**config.mk**
```make
export PLATFORM = sky130hd
export DESIGN_NAME = riscv_dmem_bridge
export DESIGN_NICKNAME = d
export VERILOG_FILES = /design/src/rtl/riscv_mem_pkg.sv /design/src/rtl/riscv_load_align.sv /design/src/rtl/riscv_dmem_bridge.sv
export SDC_FILE = /design/constraint.sdc
export NUM_CORES = 1
export LEC_CHECK = 0
export CAP_MARGIN = 20
export CORE_AREA = 2 2 121 123
export CTS_CLUSTER_SIZE = 10
export DETAILED_ROUTE_END_ITERATION = 7
export DIE_AREA = 0 0 123 125
export PLACE_DENSITY = 0.82
export SKIP_CTS_REPAIR_TIMING = 1
export SYNTH_ARGS = -nofsm -noshare
export SYNTH_HDL_FRONTEND = slang
export SYNTH_SLANG_ARGS = --single-unit
```
**constraint.sdc**
```tcl
create_clock -name clk -period 2.9 [get_ports clk]
set_clock_uncertainty 0.15 [all_clocks]
set_input_delay 0.87 -clock clk [delete_from_list [all_inputs] [get_ports clk]]
set_output_delay 0.87 -clock clk [all_outputs]
set_load 0.01 [all_outputs]
```
**src/rtl/riscv_mem_pkg.sv**
```systemverilog
// rtl/riscv_mem_pkg.sv - shared types and helpers for the data-memory bridge
package riscv_mem_pkg;

  typedef enum logic [1:0] {
    SZ_BYTE  = 2'd0,
    SZ_HALF  = 2'd1,
    SZ_WORD  = 2'd2,
    SZ_DWORD = 2'd3
  } mem_size_e;

  typedef enum logic [2:0] {
    ST_IDLE     = 3'd0,
    ST_REQ      = 3'd1,
    ST_WAIT_RSP = 3'd2,
    ST_DONE     = 3'd3,
    ST_ERR      = 3'd4
  } state_e;

  // Natural alignment: the low address bits below the access size must be zero.
  function automatic logic is_aligned(input mem_size_e sz, input logic [2:0] a);
    case (sz)
      SZ_BYTE: is_aligned = 1'b1;
      SZ_HALF: is_aligned = (a[0] == 1'b0);
      SZ_WORD: is_aligned = (a[1:0] == 2'b00);
      default: is_aligned = (a == 3'b000);
    endcase
  endfunction

  // Byte enables for the widest (8-byte) bus; narrower buses take the low bits.
  function automatic logic [7:0] byte_en(input mem_size_e sz, input logic [2:0] off);
    case (sz)
      SZ_BYTE: byte_en = 8'h01 << off;
      SZ_HALF: byte_en = 8'h03 << off;
      SZ_WORD: byte_en = 8'h0F << off;
      default: byte_en = 8'hFF;
    endcase
  endfunction

endpackage

```
**src/rtl/riscv_load_align.sv**
```systemverilog
// rtl/riscv_load_align.sv - load lane select and sign/zero extension
module riscv_load_align
  import riscv_mem_pkg::*;
#(
  parameter int XLEN = 32
) (
  input  logic [XLEN-1:0] rdata_i,
  input  logic [2:0]      offset_i,
  input  mem_size_e       size_i,
  input  logic            unsigned_i,
  output logic [XLEN-1:0] data_o
);

  logic [XLEN-1:0] lane;
  logic [XLEN-1:0] mask;
  logic            sbit;

  // Shift the addressed lane down to bit 0, keep its width and fill above it.
  always_comb begin
    lane = rdata_i >> {offset_i, 3'b000};
    case (size_i)
      SZ_BYTE: begin mask = XLEN'(8'hFF);         sbit = lane[7];  end
      SZ_HALF: begin mask = XLEN'(16'hFFFF);      sbit = lane[15]; end
      SZ_WORD: begin mask = XLEN'(32'hFFFF_FFFF); sbit = lane[31]; end
      default: begin mask = '1;                   sbit = 1'b0;     end
    endcase
    data_o = (lane & mask) | ({XLEN{sbit & ~unsigned_i}} & ~mask);
  end

endmodule

```
**src/rtl/riscv_dmem_bridge.sv**
```systemverilog
// rtl/riscv_dmem_bridge.sv - core load/store to valid/ready memory request bridge
module riscv_dmem_bridge
  import riscv_mem_pkg::*;
#(
  parameter int XLEN    = 32,
  parameter int TIMEOUT = 64
) (
  input  logic              clk,
  input  logic              rst,
  input  logic [31:0]       data_addr,
  input  logic [XLEN-1:0]   data_wr_data,
  input  logic              mem_rd_en,
  input  logic              mem_wr_en,
  input  logic [1:0]        mem_size,
  input  logic              mem_unsigned,
  output logic [XLEN-1:0]   data_rd_data,
  output logic              stall,
  output logic              err,
  output logic              req_valid,
  input  logic              req_ready,
  output logic              req_we,
  output logic [31:0]       req_addr,
  output logic [XLEN-1:0]   req_wdata,
  output logic [XLEN/8-1:0] req_be,
  input  logic              rsp_valid,
  input  logic [XLEN-1:0]   rsp_rdata
);

  localparam int          NB        = XLEN / 8;
  localparam int          OW        = $clog2(NB);
  localparam logic [15:0] TMAX      = 16'(TIMEOUT - 1);
  localparam logic [31:0] ADDR_MASK = ~32'(NB - 1);

  state_e            state_q, state_d;
  logic [15:0]       cnt_q, cnt_d;
  logic [31:0]       addr_q, addr_d;
  mem_size_e         size_q, size_d;
  logic              uns_q, uns_d;
  logic              we_q, we_d;
  logic [XLEN-1:0]   wdata_q, wdata_d;
  logic [NB-1:0]     be_q, be_d;
  logic [XLEN-1:0]   rd_q, rd_d;

  mem_size_e         size_in;
  logic [2:0]        off_in;
  logic [2:0]        off_q;
  logic [7:0]        be_full;
  logic              access_bad;
  logic [XLEN-1:0]   wdata_rep;
  logic [XLEN-1:0]   load_data;

  assign size_in    = mem_size_e'(mem_size);
  assign off_in     = 3'(data_addr[OW-1:0]);
  assign off_q      = 3'(addr_q[OW-1:0]);
  assign be_full    = byte_en(size_in, off_in);
  assign access_bad = (mem_rd_en & mem_wr_en) | ~is_aligned(size_in, off_in) |
                      ((XLEN == 32) && (size_in == SZ_DWORD));

  // Replicate the store operand across every lane of its size.
  always_comb begin
    case (size_in)
      SZ_BYTE: wdata_rep = {NB{data_wr_data[7:0]}};
      SZ_HALF: wdata_rep = {(NB/2){data_wr_data[15:0]}};
      SZ_WORD: wdata_rep = {(NB/4){data_wr_data[31:0]}};
      default: wdata_rep = data_wr_data;
    endcase
  end

  riscv_load_align #(.XLEN(XLEN)) u_load_align (
    .rdata_i    (rsp_rdata),
    .offset_i   (off_q),
    .size_i     (size_q),
    .unsigned_i (uns_q),
    .data_o     (load_data)
  );

  // Access FSM: accept in IDLE, handshake in REQ, collect in WAIT_RSP, report in DONE/ERR.
  always_comb begin
    state_d = state_q;
    cnt_d   = cnt_q;
    addr_d  = addr_q;
    size_d  = size_q;
    uns_d   = uns_q;
    we_d    = we_q;
    wdata_d = wdata_q;
    be_d    = be_q;
    rd_d    = rd_q;
    stall   = 1'b0;
    case (state_q)
      ST_IDLE: begin
        if (mem_rd_en | mem_wr_en) begin
          stall = 1'b1;
          if (access_bad) begin
            state_d = ST_ERR;
            rd_d    = '0;
          end else begin
            state_d = ST_REQ;
            cnt_d   = '0;
            addr_d  = data_addr;
            size_d  = size_in;
            uns_d   = mem_unsigned;
            we_d    = mem_wr_en;
            wdata_d = wdata_rep;
            be_d    = be_full[NB-1:0];
          end
        end
      end
      ST_REQ: begin
        stall = 1'b1;
        cnt_d = cnt_q + 16'd1;
        if (req_ready) begin
          if (we_q) begin
            state_d = ST_DONE;
          end else begin
            state_d = ST_WAIT_RSP;
            cnt_d   = '0;
          end
        end else if (cnt_q == TMAX) begin
          state_d = ST_ERR;
          rd_d    = '0;
        end
      end
      ST_WAIT_RSP: begin
        stall = 1'b1;
        cnt_d = cnt_q + 16'd1;
        if (rsp_valid) begin
          state_d = ST_DONE;
          rd_d    = load_data;
        end else if (cnt_q == TMAX) begin
          state_d = ST_ERR;
          rd_d    = '0;
        end
      end
      ST_DONE: state_d = ST_IDLE;
      ST_ERR:  state_d = ST_IDLE;
      default: state_d = ST_IDLE;
    endcase
  end

  // State and request registers; reset drops any in-flight access immediately.
  always_ff @(posedge clk) begin
    if (!rst) begin
      state_q <= ST_IDLE;
      cnt_q   <= '0;
      addr_q  <= '0;
      size_q  <= SZ_BYTE;
      uns_q   <= 1'b0;
      we_q    <= 1'b0;
      wdata_q <= '0;
      be_q    <= '0;
      rd_q    <= '0;
    end else begin
      state_q <= state_d;
      cnt_q   <= cnt_d;
      addr_q  <= addr_d;
      size_q  <= size_d;
      uns_q   <= uns_d;
      we_q    <= we_d;
      wdata_q <= wdata_d;
      be_q    <= be_d;
      rd_q    <= rd_d;
    end
  end

  assign req_valid    = (state_q == ST_REQ);
  assign err          = (state_q == ST_ERR);
  assign req_we       = we_q;
  assign req_addr     = addr_q & ADDR_MASK;
  assign req_wdata    = wdata_q;
  assign req_be       = be_q;
  assign data_rd_data = rd_q;

endmodule

```
==> flow_metrics.env, run 1 <==
export IMPL_status="completed"
export IMPL_grt_max_degree=72
export IMPL_num_rows=44
export IMPL_h_tree_depth=4
export IMPL_start_kind="input pin"
export IMPL_fin_cells=1047
export IMPL_antenna_found_initial=1
export IMPL_final_common_cell="clkdlybuf4s50_1"
export IMPL_layout_common_cells="201 x clkdlybuf4s50_1, 122 x dfxtp_1, 110 x nand2_1, 66 x a21oi_1, 50 x nor2_1"
export IMPL_ant_nets=0
export IMPL_clkTransAtPathRegs_ps=50
export IMPL_place_ws_ps=-477
export IMPL_syn_area_per_cell_um2=8.70
export IMPL_synth_ff_type="dfxtp_1"
export IMPL_grt_pass1_wl_um=25700
export IMPL_setup_ws_ps=70.6
export IMPL_initial_utilization=0.401
export IMPL_crit_path_max_fanout=9
export IMPL_clock_root_buffer="clkbuf_16"
export IMPL_ys_types=55
export IMPL_syn_inst=654
export IMPL_power_density_mw_per_mm2=558
export IMPL_setup_viol=0
export IMPL_die_h_um=125
export IMPL_rsz0062_at_grt="yes"
export IMPL_grt_pass1_vias=5166
export IMPL_cpPeakStageDelay_ps=480
export IMPL_synth_area_leader_cell="dfxtp_1"
export IMPL_crit_buf_inv=4
export IMPL_dp_hpwl_um=11800
export IMPL_drc_errors=0
export IMPL_yosysTopAreaCellShare=0.433
export IMPL_portBuffers=206
export IMPL_drv_slew=0
export IMPL_ios=209
export IMPL_critPathRequiredTime_ps=3060
export IMPL_hold_viol=0
export IMPL_fin_area_mm2=0.00859
export IMPL_ys_ff_latch=123
export IMPL_syn_area_mm2=0.00569
export IMPL_clk_path_buf_depth=2
export IMPL_p_total_mw=4.80
export IMPL_yosysSeqAreaShare=0.433
export IMPL_min_period_ps=2830
export IMPL_gp_congestion=0.823
export IMPL_overflow=0
export IMPL_die_area_mm2=0.0154
export IMPL_via_per_inst=5.16
export IMPL_die_x_um=123
export IMPL_period_share=0.976
export IMPL_worst_slew_pin_slew_ps=584
export IMPL_post_dp_cell_area_mm2=0.00797
export IMPL_crit_family="buffers and inverters"
export IMPL_synth_edf_count=0
export IMPL_p_leak_nw=3.19
export IMPL_drv_cap=0
export IMPL_numCtsBuffers=17
export IMPL_drt_iter0_drc=311
export IMPL_drt_wl_total_um=16400
export IMPL_fmax_mhz=353
export IMPL_netlist_top_cells_area="dfxtp_1 43%, nand2_1 7.3%, a21oi_1 5.8%"
export IMPL_nNetsFinal=959
export IMPL_path_common_cell="buf_4"
export IMPL_grt_usage=0.212
export IMPL_dp_cells=1013
export IMPL_core_mm2=0.0142
export IMPL_critPathArrivalTime_ps=2990
export IMPL_cts_sinks=123
export IMPL_relSlewSlack=0.609
export IMPL_synth_async_reset_ratio=0
export IMPL_nFillCells=1220
export IMPL_drive_gt1_frac=0.121
export IMPL_cp_slowest_cell="clkdlybuf4s50_1"
export IMPL_vias=5407
export IMPL_hold_class="reg -> reg"
export IMPL_vdd_ir_drop_max_mv=0.390
export IMPL_dr_pass1_iters=4
export IMPL_yosysWarnings=0
export IMPL_end_kind="register"
export IMPL_wl_per_cell_um=15.6
export IMPL_critical_path_cell_chain="clkdlybuf4s50_1 -> inv_1 -> ha_2 -> nor2b_1 -> nor4_2 -> buf_4 -> o211a_4 -> buf_4 -> nor2_1 -> nor3_1"
export IMPL_syn2layout_area_growth_pct=50.9
export IMPL_clkLatencyLatePin_ps=410
export IMPL_path_class="in -> reg"
export IMPL_cts_tree="done"
state kept, by name (all words and copies together), names as in the netlist:
| register | count |
|---|---|
| addr_q | 32 |
| data_rd_data | 32 |
| req_wdata | 32 |
| cnt_q | 16 |
| req_be | 4 |
| state_q | 3 |
| size_q | 2 |
| req_we | 1 |
| uns_q | 1 |
Yosys cell counts, types with 4 or more instances:
cell type  number
and3_1          5
nor4_1          4
a221o_1        16
nand4_1         9
a211o_1         7
a21oi_1        66
buf_4          37
xor2_1         12
or3_1           4
buf_2          11
nand2_1       110
nor2_1         50
inv_1           7
dfxtp_1       123
clkbuf_1       25
buf_6           5
mux2i_1         9
a22o_1         15
ha_1            5
nor3_1         11
nor2b_1        10
and2_1          4
a211oi_1       17
o2bb2ai_1       4
mux2_2          8
a311oi_1        8
nand3_1        12
o21ai_0        21
a32o_1          7
layout make-up:
| class | count | area, um^2 | area share |
|---|---|---|---|
| Antenna cell | 1 | 2.50 | 0.000291 |
| Clock buffer | 25 | 495 | 0.0577 |
| Clock inverter | 7 | 87.6 | 0.0102 |
| Inverter | 8 | 30.0 | 0.00350 |
| Multi-Input combinational cell | 445 | 2750 | 0.321 |
| Sequential cell | 123 | 2460 | 0.287 |
| Tap cell | 184 | 230 | 0.0268 |
| Timing Repair Buffer | 254 | 2530 | 0.294 |
worst min-delay path, cell delays in order, from the launching register on:
cell and delay, ps:
dfxtp_1 300, nand2_1 50, a21oi_1 50
metrics by stage:
step                      hold WS, ps   util  setup TNS, ps
after global placement            291  0.561         -18410
after detailed placement          296  0.561         -25850
final                             301  0.605              0
after global routing              315  0.605          -58.5
after floorplan                   287      -              0
after CTS                         303  0.602           -618
layer usage:
metal / track usage / vias up / routed length [um] / part of all wire
met5: 0 / - / 0 / 0
met4: 0.0909 / 0 / 467 / 0.029
met3: 0.0785 / 38 / 1490 / 0.091
met2: 0.356 / 214 / 7860 / 0.48
met1: 0.240 / 2471 / 6530 / 0.40
li1: - / 2684 / - / -
cell families after synthesis:
| logic type | synth area share |
|---|---|
| and+or+nand+nor | 0.187 |
| adders and majority gates | 0.0110 |
| AOI/OAI and AO/OA | 0.223 |
| muxes | 0.0343 |
| DFF | 0.433 |
| xor gates and xnor gates | 0.0200 |
| other | 0.000659 |
| buffers and inverters | 0.0910 |
power breakdown:
part	switching [mW]	total [mW]	internal [mW]
Combinational	0.428	0.898	0.470
Sequential	0.0486	1.82	1.77
Clock	0.725	2.07	1.35
worst paths after layout:
path                     from          endpoint  slack (ps)  cells after the start
hold / removal     addr_q[16]        addr_q[16]         300                      2
setup reg to reg    cnt_q[11]  data_rd_data[20]         670                      6
setup / recovery  mem_size[0]     req_wdata[28]          70                     10
hold reg to reg    addr_q[16]        addr_q[16]         300                      2
(Power assumes the default switching activity.)
==> run 2: changes to the inputs <==
CORE_AREA = 2 2 128 130   (was 2 2 121 123)
DIE_AREA = 0 0 130 132   (was 0 0 123 125)
PLACE_DENSITY = 0.81   (was 0.82)
SYNTH_HIERARCHICAL = 1   (was unset)
==> run 2 against run 1 <==
Area after synthesis increased by 16%. Cell count increased by 19%. Worst setup slack gained 39 ps. Critical path depth is 6 lower. Global-route usage is 1.4 points higher. Fmax rose by 1.4%. Largest power group unchanged. Highest routed layer unchanged. Via count up 26%. Total power is 4.6% higher. Core utilization increased by 1.3 points.
==> flow_metrics.env, run 2 <==
export IMPL_status="completed"
export IMPL_cts_tree="done"
export IMPL_core_mm2=0.0157
export IMPL_critical_path_cell_chain="clkdlybuf4s50_1 -> nor4_4 -> nor2_2 -> dlymetal6s2s_1"
export IMPL_grt_pass1_vias=6251
export IMPL_syn_area_per_cell_um2=8.08
export IMPL_min_period_ps=2790
export IMPL_drt_wl_total_um=19900
export IMPL_yosysWarnings=6
export IMPL_via_per_inst=5.47
export IMPL_num_antenna_cells=0
export IMPL_cp_slowest_cell="clkdlybuf4s50_1"
export IMPL_cts_sinks=123
export IMPL_yosysTopAreaCellShare=0.372
export IMPL_power_frac_comb=0.238
export IMPL_syn_area_mm2=0.00662
export IMPL_dp_hpwl_um=14000
export IMPL_overflow=0
export IMPL_cpPeakStageDelay_ps=470
export IMPL_rsz0062_at_grt="no"
export IMPL_regArea_mm2=0.00246
export IMPL_die_area_mm2=0.0172
export IMPL_relSlewSlack=0.572
export IMPL_ios=209
export IMPL_synth_compound_area_frac=0.276
export IMPL_nNetsFinal=1131
export IMPL_gp_congestion=0.912
export IMPL_clkLatencyLatePin_ps=400
export IMPL_fmax_mhz=358
export IMPL_layout_common_cells="203 x clkdlybuf4s50_1, 121 x dfxtp_1, 101 x o21ai_0, 96 x nand2_1, 70 x buf_4"
export IMPL_nFillCells=1352
export IMPL_synth_top_family_by_area="compound AO/OA/AOI/OAI gates"
export IMPL_synth_area_leader_cell="dfxtp_1"
export IMPL_yosys_cell_count_top_type="dfxtp_1"
export IMPL_dr_pass1_iters=5
export IMPL_start_kind="input pin"
export IMPL_num_rows=46
export IMPL_multi_input_area_mm2=0.00356
export IMPL_numCtsBuffers=17
export IMPL_vdd_ir_drop_max_mv=0.374
export IMPL_portBuffers=206
export IMPL_critPathArrivalTime_ps=1770
export IMPL_synth_xor_xnor_area_share=0.00794
export IMPL_drv_cap=0
export IMPL_clk_path_buf_depth=2
export IMPL_grt_max_degree=113
export IMPL_fin_cells=1249
export IMPL_clkTransAtPathRegs_ps=50
export IMPL_synthSimpleGateAreaFrac=0.208
export IMPL_drive_gt1_frac=0.123
export IMPL_drt_iter0_drc=498
export IMPL_p_total_mw=5.02
export IMPL_h_tree_depth=4
export IMPL_synthMuxAreaShare=0.0291
export IMPL_setup_viol=0
export IMPL_ys_top_cells_by_count="123 x dfxtp_1, 101 x o21ai_0, 96 x nand2_1"
export IMPL_syn2layout_area_growth_pct=46.7
export IMPL_synth_edf_count=0
export IMPL_grt_pass1_wl_um=31300
export IMPL_path_class="in -> out"
export IMPL_die_x_um=130
export IMPL_worst_slew_pin_slew_ps=635
export IMPL_p_switching_mw=1.40
export IMPL_period_share=0.962
export IMPL_ys_types=57
export IMPL_clkPwrFrac=0.396
export IMPL_crit_path_max_fanout=2
export IMPL_initial_utilization=0.421
export IMPL_grt_usage=0.226
export IMPL_p_leak_nw=3.79
export IMPL_netSwitchingFraction=0.279
export IMPL_power_density_mw_per_mm2=517
export IMPL_vias=6831
export IMPL_yosysSeqAreaShare=0.372
export IMPL_synth_async_reset_ratio=0
export IMPL_ys_ff_latch=123
export IMPL_syn_inst=819
export IMPL_ant_nets=0
export IMPL_yosys_area_share_adder=0.00945
export IMPL_wl_per_cell_um=15.9
export IMPL_synth_ff_type="dfxtp_1"
export IMPL_critPathRequiredTime_ps=1880
export IMPL_antenna_found_initial=0
export IMPL_hold_viol=0
export IMPL_netlist_top_cells_area="dfxtp_1 37%, o21ai_0 7.6%, nand2_1 5.4%"
export IMPL_die_h_um=132
export IMPL_clock_root_buffer="clkbuf_16"
export IMPL_drc_errors=0
export IMPL_hold_class="reg -> reg"
export IMPL_seq_power_share=0.366
export IMPL_internal_power_mw=3.61
export IMPL_dp_cells=1217
export IMPL_end_kind="output pin"
export IMPL_final_common_cell="clkdlybuf4s50_1"
export IMPL_drv_slew=0
-- run 2: changes by cell type after synthesis, sizes merged, moves of 20 or more --
| cell | change |
|---|---|
| clkbuf | +20 |
| nand2b | +34 |
| o21ai | +85 |
| o211a | +22 |
| nand3 | +50 |
| a32o | +25 |
| nor2 | -29 |
-- run 2: power groups by stage --
stage	registers, mW	logic [mW]	clock network (mW)
after floorplan	1.87	0.598	0
after global placement	1.87	1.16	0
after detailed placement	1.87	1.18	0
after CTS	1.84	1.19	2.03
after global routing	1.85	1.29	2.10
final	1.84	1.19	1.99
-- run 2: final cells by class --
class | count | area share
clock buffers | 21 | 0.0474
clock inverters | 10 | 0.00979
inverters | 10 | 0.00387
multi-input cells | 582 | 0.366
flip-flops and latches | 123 | 0.254
well taps | 216 | 0.0278
repair buffers | 287 | 0.291
-- run 2: path summary, 6_finish.rpt --
kind / start / end / cells past startpoint / slack [ps]
setup / recovery: mem_wr_en / stall / 4 / 110
setup reg to reg: addr_q[1] / data_rd_data[10] / 9 / 530
hold / removal: req_wdata[6] / req_wdata[6] / 2 / 300
hold reg to reg: req_wdata[6] / req_wdata[6] / 2 / 300
-- run 2: through the flow --
step	worst slack, ps	cell area, um^2	TNS (ps)	hold slack, ps	utilization
3_5_place_dp	-452	9120	-23720	291	0.581
3_3_place_gp	-390	9120	-21390	292	0.581
4_1_cts	-453	9680	-453	299	0.616
5_1_grt	0.620	9710	0	329	0.618
2_1_floorplan	206	6640	0	275	-
6_report	109	9710	0	296	0.618
-- run 2: logic make-up (layout without fill, tap and decap cells) --
kind of cell,after synthesis,count (layout)
AOI/OAI and AO/OA,278,278
xor gates and xnor gates,6,6
adders and majority gates,5,5
buffers and inverters,118,328
DFF,123,123
muxes,18,18
other,1,5
and+or+nand+nor,270,270
-- run 2: worst max-delay path, delay by kind of cell --
family / cells / cell delay [ps]
AND/OR/NAND/NOR: 2 / 260
buffers and inverters: 2 / 640
-- run 2: layer usage --
layer  track usage  vias up  routed length, um
li1              -     3345                  -
met1         0.287     3140               8330
met2         0.350      318               9090
met3        0.0852       28               1990
met4        0.0812        0                455
met5             0        -                  0
==> run 3: changes to the inputs <==
SLEW_MARGIN = 20   (was unset)
==> results of run 3 <==
Final layout, timing and power as in run 2 (identical DEF).
